## src/rtl/cpu_control_unit.sv

```systemverilog
// Instruction-sequencing control unit for the 8-bit processor: fetches and decodes
// program bytes and drives every datapath control line from a five-state FSM.
module cpu_control_unit #(
  parameter int ADDR_W = 8
) (
  input  logic              clk_ctrl,
  input  logic              rst_ctrl,
  input  logic [7:0]        instr_ctrl,
  input  logic              zero_ctrl,
  input  logic              positive_ctrl,
  output logic [ADDR_W-1:0] pc_ctrl,
  output logic [1:0]        muxsel_ctrl,
  output logic [7:0]        imm_ctrl,
  output logic              accwr_ctrl,
  output logic [2:0]        rfaddr_ctrl,
  output logic              rfwr_ctrl,
  output logic [2:0]        alusel_ctrl,
  output logic [1:0]        shiftsel_ctrl,
  output logic              outen_ctrl,
  output logic              halted_ctrl
);

  typedef enum logic [2:0] {
    FETCH   = 3'd0,
    DECODE  = 3'd1,
    OPERAND = 3'd2,
    EXEC    = 3'd3,
    HALT    = 3'd4
  } stateT;

  localparam logic [3:0] OP_NOP = 4'b0000;
  localparam logic [3:0] OP_LDA = 4'b0001;
  localparam logic [3:0] OP_STA = 4'b0010;
  localparam logic [3:0] OP_LDI = 4'b0011;
  localparam logic [3:0] OP_IN  = 4'b0100;
  localparam logic [3:0] OP_OUT = 4'b0101;
  localparam logic [3:0] OP_JMP = 4'b0110;
  localparam logic [3:0] OP_JCC = 4'b0111;

  stateT             state_q, state_d;
  logic [ADDR_W-1:0] pc_q, pc_d;
  logic [7:0]        ir_q, ir_d;
  logic [7:0]        opnd_q, opnd_d;

  logic [3:0] opcode;
  logic       isTwoByte;
  logic       isHalt;
  logic       condMet;

  assign opcode    = ir_q[7:4];
  assign isTwoByte = (opcode == OP_LDI) || (opcode == OP_JMP) || (opcode == OP_JCC);
  assign isHalt    = (opcode == OP_OUT) && ir_q[3];
  // JCOND selects JZ or JP with IR[3]; status reflects R[rrr] via muxsel=01 this cycle.
  assign condMet   = ir_q[3] ? positive_ctrl : zero_ctrl;

  always_ff @(posedge clk_ctrl) begin
    if (rst_ctrl) begin
      state_q <= FETCH;
      pc_q    <= '0;
      ir_q    <= '0;
      opnd_q  <= '0;
    end else begin
      state_q <= state_d;
      pc_q    <= pc_d;
      ir_q    <= ir_d;
      opnd_q  <= opnd_d;
    end
  end

  always_comb begin
    state_d = state_q;
    pc_d    = pc_q;
    ir_d    = ir_q;
    opnd_d  = opnd_q;
    unique case (state_q)
      FETCH: begin
        ir_d    = instr_ctrl;
        pc_d    = pc_q + ADDR_W'(1);
        state_d = DECODE;
      end
      DECODE: begin
        if (isTwoByte)   state_d = OPERAND;
        else if (isHalt) state_d = HALT;
        else             state_d = EXEC;
      end
      OPERAND: begin
        opnd_d  = instr_ctrl;
        pc_d    = pc_q + ADDR_W'(1);
        state_d = EXEC;
      end
      EXEC: begin
        state_d = FETCH;
        if ((opcode == OP_JMP) || ((opcode == OP_JCC) && condMet))
          pc_d = opnd_q[ADDR_W-1:0];
      end
      HALT:    state_d = HALT;
      default: state_d = FETCH;
    endcase
  end

  always_comb begin
    muxsel_ctrl   = 2'b00;
    accwr_ctrl    = 1'b0;
    rfaddr_ctrl   = ir_q[2:0];
    rfwr_ctrl     = 1'b0;
    alusel_ctrl   = 3'b000;
    shiftsel_ctrl = 2'b00;
    outen_ctrl    = 1'b0;
    if (state_q == EXEC) begin
      if (ir_q[7]) begin
        alusel_ctrl   = ir_q[6:4];
        shiftsel_ctrl = {1'b0, ir_q[3]};
        accwr_ctrl    = 1'b1;
      end else begin
        unique case (opcode)
          OP_LDA: begin muxsel_ctrl = 2'b01; accwr_ctrl = 1'b1; end
          OP_STA: rfwr_ctrl = 1'b1;
          OP_LDI: begin muxsel_ctrl = 2'b11; accwr_ctrl = 1'b1; end
          OP_IN:  begin muxsel_ctrl = 2'b10; accwr_ctrl = 1'b1; end
          OP_OUT: outen_ctrl = ~ir_q[3];
          OP_JCC: muxsel_ctrl = 2'b01;
          default: ;
        endcase
      end
    end
    // Reset must block every register write even when it lands mid-EXEC.
    if (rst_ctrl) begin
      accwr_ctrl = 1'b0;
      rfwr_ctrl  = 1'b0;
      outen_ctrl = 1'b0;
    end
  end

  assign halted_ctrl = (state_q == HALT) && !rst_ctrl;
  assign pc_ctrl     = pc_q;
  assign imm_ctrl    = opnd_q;

endmodule

```

## config.mk

```make
export PLATFORM = sky130hd
export DESIGN_NAME = cpu_control_unit
export DESIGN_NICKNAME = d
export VERILOG_FILES = /design/src/rtl/cpu_control_unit.sv
export SDC_FILE = /design/constraint.sdc
export NUM_CORES = 1
export LEC_CHECK = 0
export CORE_ASPECT_RATIO = 1.75
export CORE_MARGIN = 3
export CORE_UTILIZATION = 50
export CTS_CLUSTER_DIAMETER = 40
export DETAILED_ROUTE_END_ITERATION = 8
export GPL_TIMING_DRIVEN = 0
export PLACE_DENSITY = 0.84
export RECOVER_POWER = 50
export SLEW_MARGIN = 20
export SYNTH_ARGS = -nofsm -noshare
export SYNTH_HDL_FRONTEND = slang
export SYNTH_SLANG_ARGS = --single-unit
```

## constraint.sdc

```tcl
create_clock -name clk_ctrl -period 4.4 [get_ports clk_ctrl]
set_input_delay 0.44 -clock clk_ctrl [delete_from_list [all_inputs] [get_ports clk_ctrl]]
set_output_delay 0.44 -clock clk_ctrl [all_outputs]
set_load 0.005 [all_outputs]
```

==> metrics.yaml, run 1 <==
power.leakage_nw: 0.7590
nFillCells: 221
r2r-start: "ir_q[5]$_SDFFE_PP0P_"
rr_worst_depth: 4
post_cts_buffers: 0
fmax_ghz: 0.3713
hold_class: "flop to flop"
numPortBuffers: 40
slew_viol_final: 0
crit_fanout: 10
tightest_slew_ns: 0.7954
hpwl_mm: 2.844
finalSetupTns_ns: 0
diodes: 0
synthFlopType: "dfxtp_1"
criticalPathCategory: "flop to output pin"
synth_edf_count: 0
async_flop_share: 0
cts_sinks: 27
drt-initial-drc-count: 54
grt_pass1_vias: 1409
cts_root_buffer: "clkbuf_8"
initial_core_util: 0.5251
period_minus_slack_ns: 2.693
drive_above_1_share: 0.06604
arrival_ns: 2.25
nets: 226
cts_resized: 0
min_path_cells: 2
mostFrequentLayoutCells: "27 x dfxtp_1, 21 x nor2_1, 21 x clkdlybuf4s50_1"
cp_slowest_cell: "clkdlybuf4s50_1"
worstPathRequired_ns: 3.96
wl_mm: 3.770
critPathCaptureType: "output pin"
io_pins: 42
ys_ff_latch: 27
worst_hold_slack_ns: 0.5046
cts_tree: "built"
grt_max_degree: 15
wl_per_cell_um: 15.77
syn-num-nets: 181
max_stage_delay_ns: 0.56
clk_pin_slew_ns: 0.09
placedCellCount: 235
vias: 1411
setup_violations: 0
instances_no_fill: 239
placed_area_um2: 1863
status: "finished, final reports clean"
synth_warnings: 0
drcViolationCount: 0
powerDensity_nw_per_um2: 271.8
cp-start-kind: "flop"
layout_commonest_cell: "dfxtp_1"
place.gp.congestion: 0.7844
relSlewSlack: 0.4668
syn_avg_cell_area_um2: 8.505
overflow: 0
die_width_um: 46.41
hold_violations: 0
clk_path_buf_depth: 2
grt_pass1_wl_mm: 6.492
finClkSkew_ns: 0.003685
netlist-cell-type-count: 38
cap_violations: 0
syn_to_final_growth_pct: 33.45
grt_usage: 0.2352
drtAntennaViolNets: 0
cts_max_level: 1
firstDrtPassIters: 4
ir_worst_vdd_mv: 0.2574
ctsHoldBuffers: 0
cts_inserted_buffers: 3
vias_per_cell: 5.904
rows: 25
dieArea_um2: 3561
startpoint: "state_q[1]$_SDFF_PP0_"
fp.coreArea_um2: 2721
syn_area_um2: 1429
stdcell_area_um2: 1907
clock_latency_ns: 0.27
final.period_utilization: 0.6121
syn_inst: 168
yosysSeqAreaShare: 0.3783
antenna_found_initial: 0
min_from: "imm_ctrl[1]$_SDFFE_PP0N_"
fp.dieH_um: 76.72
crit_chain: "buf_2 > nand3b_1 > or3_1 > nor4b_1 > clkdlybuf4s50_1"
rsz0062_at_grt: "false"
## power breakdown
part	leakage, nW	switching (mW)	internal [mW]
Combinational	0.516	0.0524	0.0537
Clock	0.0228	0.0761	0.0648
Sequential	0.221	0.0133	0.258
Total	0.759	0.142	0.376
## final cells by class
class                           instances  area [um^2]  share of cell area
Buffer                                 16        81.33             0.04265
Clock buffer                            4        45.04             0.02362
Multi-Input combinational cell        125        805.8              0.4226
Sequential cell                        27        540.5              0.2835
Tap cell                               27        33.78             0.01772
Timing Repair Buffer                   40        400.4              0.2100
## registers in the layout, indices dropped and copies added (netlist names)
signal and flops:
imm_ctrl 8, ir_q 8, pc_ctrl 8, state_q 3
## cell families (layout without fill, tap and decap cells)
logic type | Yosys count | after routing | synth area share
buffers and inverters | 16 | 60 | 0.05779
AND/OR/NAND/NOR | 70 | 70 | 0.2662
AO/OA/AOI/OAI | 35 | 35 | 0.1602
adder cells (fa/ha/maj) | 1 | 1 | 0.008755
flip-flops | 27 | 27 | 0.3783
other | 1 | 1 | 0.002624
multiplexers | 18 | 18 | 0.1261
## synth_stat cells (all sizes together) (6+ instances only)
cell type	count	share of area
nand2	6	0.016
and2	8	0.035
dfxtp	27	0.38
nor2	21	0.055
mux2i	18	0.13
clkbuf	8	0.021
a21oi	8	0.028
nor3	9	0.035
and3	6	0.026
o21ai	13	0.046
buf	8	0.037
## through the flow
stage	power [mW]	setup WS, ns	util
after floorplan	0.3390	2.707	-
final	0.5183	1.707	0.7007
after detailed placement	0.3851	1.883	0.6846
after CTS	0.5232	1.713	0.7011
after global placement	0.3802	1.884	0.6846
after global routing	0.5430	1.559	0.7007
## final timing paths
check | end | slack, ns
worst max-delay path | rfwr_ctrl | 1.71
worst min-delay path | pc_ctrl[1]$_SDFFE_PP0P_ | 0.50
worst max register to register | pc_ctrl[6]$_SDFFE_PP0P_ | 2.62
worst min register to register | pc_ctrl[1]$_SDFFE_PP0P_ | 0.50
## worst max-delay path, delay by kind of cell (launching register included)
kind	cells	cell delay, ns
AND/OR/NAND/NOR	3	0.91
buffers and inverters	2	0.76
flip-flops	1	0.32
## metal layers
layer,vias up,global-route usage,part of all wire
met1,673,0.2840,0.39
met5,-,0,0
met2,51,0.3978,0.55
met4,0,0.07977,0.012
li1,683,-,-
met3,4,0.03991,0.053
Power figures use the tool's default switching activity.
==> run 2, diff against run 1 <==
Settings changed: CORE_UTILIZATION 50 to 47, PLACE_DENSITY 0.84 to 0.8.
Clock period 4.4 ns to 2.7 ns, I/O delays scaled along.
==> metrics.yaml, run 2 (synthesis results as in run 1) <==
status: "finished, final reports clean"
drt-initial-drc-count: 59  # +9.3%
startpoint: "state_q[1]$_SDFF_PP0_"
mostFrequentLayoutCells: "27 x dfxtp_1, 21 x nor2_1, 21 x clkdlybuf4s50_1"
wl_mm: 3.509  # -6.9%
p_switching_mw: 0.2309  # +63%
intPower_mw: 0.6137  # +63%
die_width_um: 47.68  # +2.7%
wl_per_cell_um: 14.68  # -6.9%
clk_pin_slew_ns: 0.09  # about the same
vias_per_cell: 5.782  # -2.1%
post_cts_buffers: 0  # unchanged
fin_util: 0.6773  # -0.02336
layout_commonest_cell: "dfxtp_1"
clock_latency_ns: 0.27  # about the same
io_pins: 42  # unchanged
ctsHoldBuffers: 0  # unchanged
cts_max_level: 1  # unchanged
critPathCaptureType: "output pin"
vias: 1382  # -2.1%
diodes: 0  # unchanged
slew_viol_final: 0  # unchanged
fp.dieH_um: 78.94  # +2.9%
worstPathRequired_ns: 2.43  # -1.53 ns
r2r-start: "state_q[1]$_SDFF_PP0_"
fp.coreArea_um2: 2815  # +3.4%
clk_path_buf_depth: 2  # unchanged
worst_hold_slack_ns: 0.5099  # +0.005326 ns
endpoint: "rfwr_ctrl"
rr_worst_depth: 5  # +1
relSlewSlack: 0.4728  # +0.005943
crit_fanout: 10  # unchanged
nFillCells: 240  # +8.6%
setup_violations: 0  # unchanged
hold_class: "flop to flop"
cts_tree: "built"
antenna_found_initial: 0  # unchanged
cts_root_buffer: "clkbuf_8"
powerDensity_nw_per_um2: 442.9  # +63%
dieArea_um2: 3764  # +5.7%
drtAntennaViolNets: 0  # unchanged
tightest_slew_ns: 0.7865  # -0.008867 ns
nets: 226  # unchanged
criticalPathCategory: "flop to output pin"
cts_inserted_buffers: 3  # unchanged
finalSetupTns_ns: 0  # unchanged
cts_sinks: 27  # unchanged
sw_frac_of_total: 0.2733  # about the same
syn_to_final_growth_pct: 33.45  # unchanged
numPortBuffers: 40  # unchanged
grt_usage: 0.2100  # -0.02525
cp-start-kind: "flop"
rsz0062_at_grt: "false"
grt_pass1_wl_mm: 5.982  # -7.9%
p_comb_frac: 0.202  # -0.003
period_minus_slack_ns: 2.518
cap_violations: 0  # unchanged
total_power_mw: 0.8446  # +63%
arrival_ns: 2.25  # about the same
hold_violations: 0  # unchanged
finClkSkew_ns: 0.001501  # -0.002184 ns
initial_core_util: 0.5076  # -0.01750
firstDrtPassIters: 4  # unchanged
cts_resized: 0  # unchanged
overflow: 0  # unchanged
fmax_ghz: 0.3971
power.leakage_nw: 0.7590  # unchanged
drcViolationCount: 0  # unchanged
hpwl_mm: 2.712  # -4.6%
ir_worst_vdd_mv: 0.4681  # +82%
r2r_end: "pc_ctrl[2]$_SDFFE_PP0P_"
place.gp.congestion: 0.8222  # +4.8%
rows: 25  # unchanged
grt_pass1_vias: 1296  # -8.0%
grt_max_degree: 15  # unchanged
seqPwrFrac: 0.521  # -0.003
reg2reg_setup_slack_ns: 0.95  # -1.67 ns
final.period_utilization: 0.9326
drive_above_1_share: 0.06604  # unchanged
p_clk_frac: 0.276  # +0.004
==> run 2: power by group through the flow <==
stage               clock [mW]  sequential, mW  combinational (mW)
detailed placement           0           0.450               0.175
global route             0.245           0.444               0.189
CTS                      0.234           0.440               0.177
floorplan                    0           0.446               0.107
finish                   0.233           0.440               0.171
global placement             0           0.449               0.171
==> run 2: worst min path at each step <==
| stage | from | endpoint | slack (ns) | cells after the start |
|---|---|---|---|---|
| 2_1_floorplan | instr_ctrl[0] | imm_ctrl[0]$_SDFFE_PP0N_ | 0.42 | 2 |
| 3_3_place_gp | ir_q[1]$_SDFFE_PP0P_ | ir_q[1]$_SDFFE_PP0P_ | 0.48 | 2 |
| 3_5_place_dp | ir_q[0]$_SDFFE_PP0P_ | ir_q[0]$_SDFFE_PP0P_ | 0.49 | 2 |
| 4_1_cts | imm_ctrl[0]$_SDFFE_PP0N_ | pc_ctrl[0]$_SDFFE_PP0P_ | 0.51 | 2 |
| 5_1_grt | imm_ctrl[1]$_SDFFE_PP0N_ | pc_ctrl[1]$_SDFFE_PP0P_ | 0.54 | 2 |
| 6_report | imm_ctrl[0]$_SDFFE_PP0N_ | pc_ctrl[0]$_SDFFE_PP0P_ | 0.51 | 2 |
==> run 2: cell type report <==
class                      instances  area (um^2)  area share
tap                               27        33.78     0.01772
sequential                        27        540.5      0.2835
multi-input combinational        125        805.8      0.4226
timing repair buffer              40        400.4      0.2100
clock buffer                       4        45.04     0.02362
buffer                            16        81.33     0.04265
==> run 2: critical path, cell delays in order, from the launching register on <==
cell	delay [ns]
dfxtp_1	0.31
buf_2	0.20
nand3b_1	0.25
or3_1	0.40
nor4b_1	0.26
clkdlybuf4s50_1	0.56
==> run 2: per-layer routing <==
| metal | vias to the layer above | global-route usage | part of all wire |
|---|---|---|---|
| met2 | 43 | 0.3408 | 0.54 |
| li1 | 695 | - | - |
| met3 | 7 | 0.03401 | 0.041 |
| met4 | 0 | 0.07008 | 0.018 |
| met5 | - | 0 | 0 |
| met1 | 637 | 0.2698 | 0.40 |
==> run 2: stage by stage <==
step | std cells | setup slack [ns] | cell area [um^2]
finish | 239 | 0.1819 | 1907
global route | 239 | 0.02295 | 1907
global placement | 235 | 0.5187 | 1863
CTS | 239 | 0.1762 | 1908
floorplan | 168 | 1.166 | 1429
detailed placement | 235 | 0.5003 | 1863
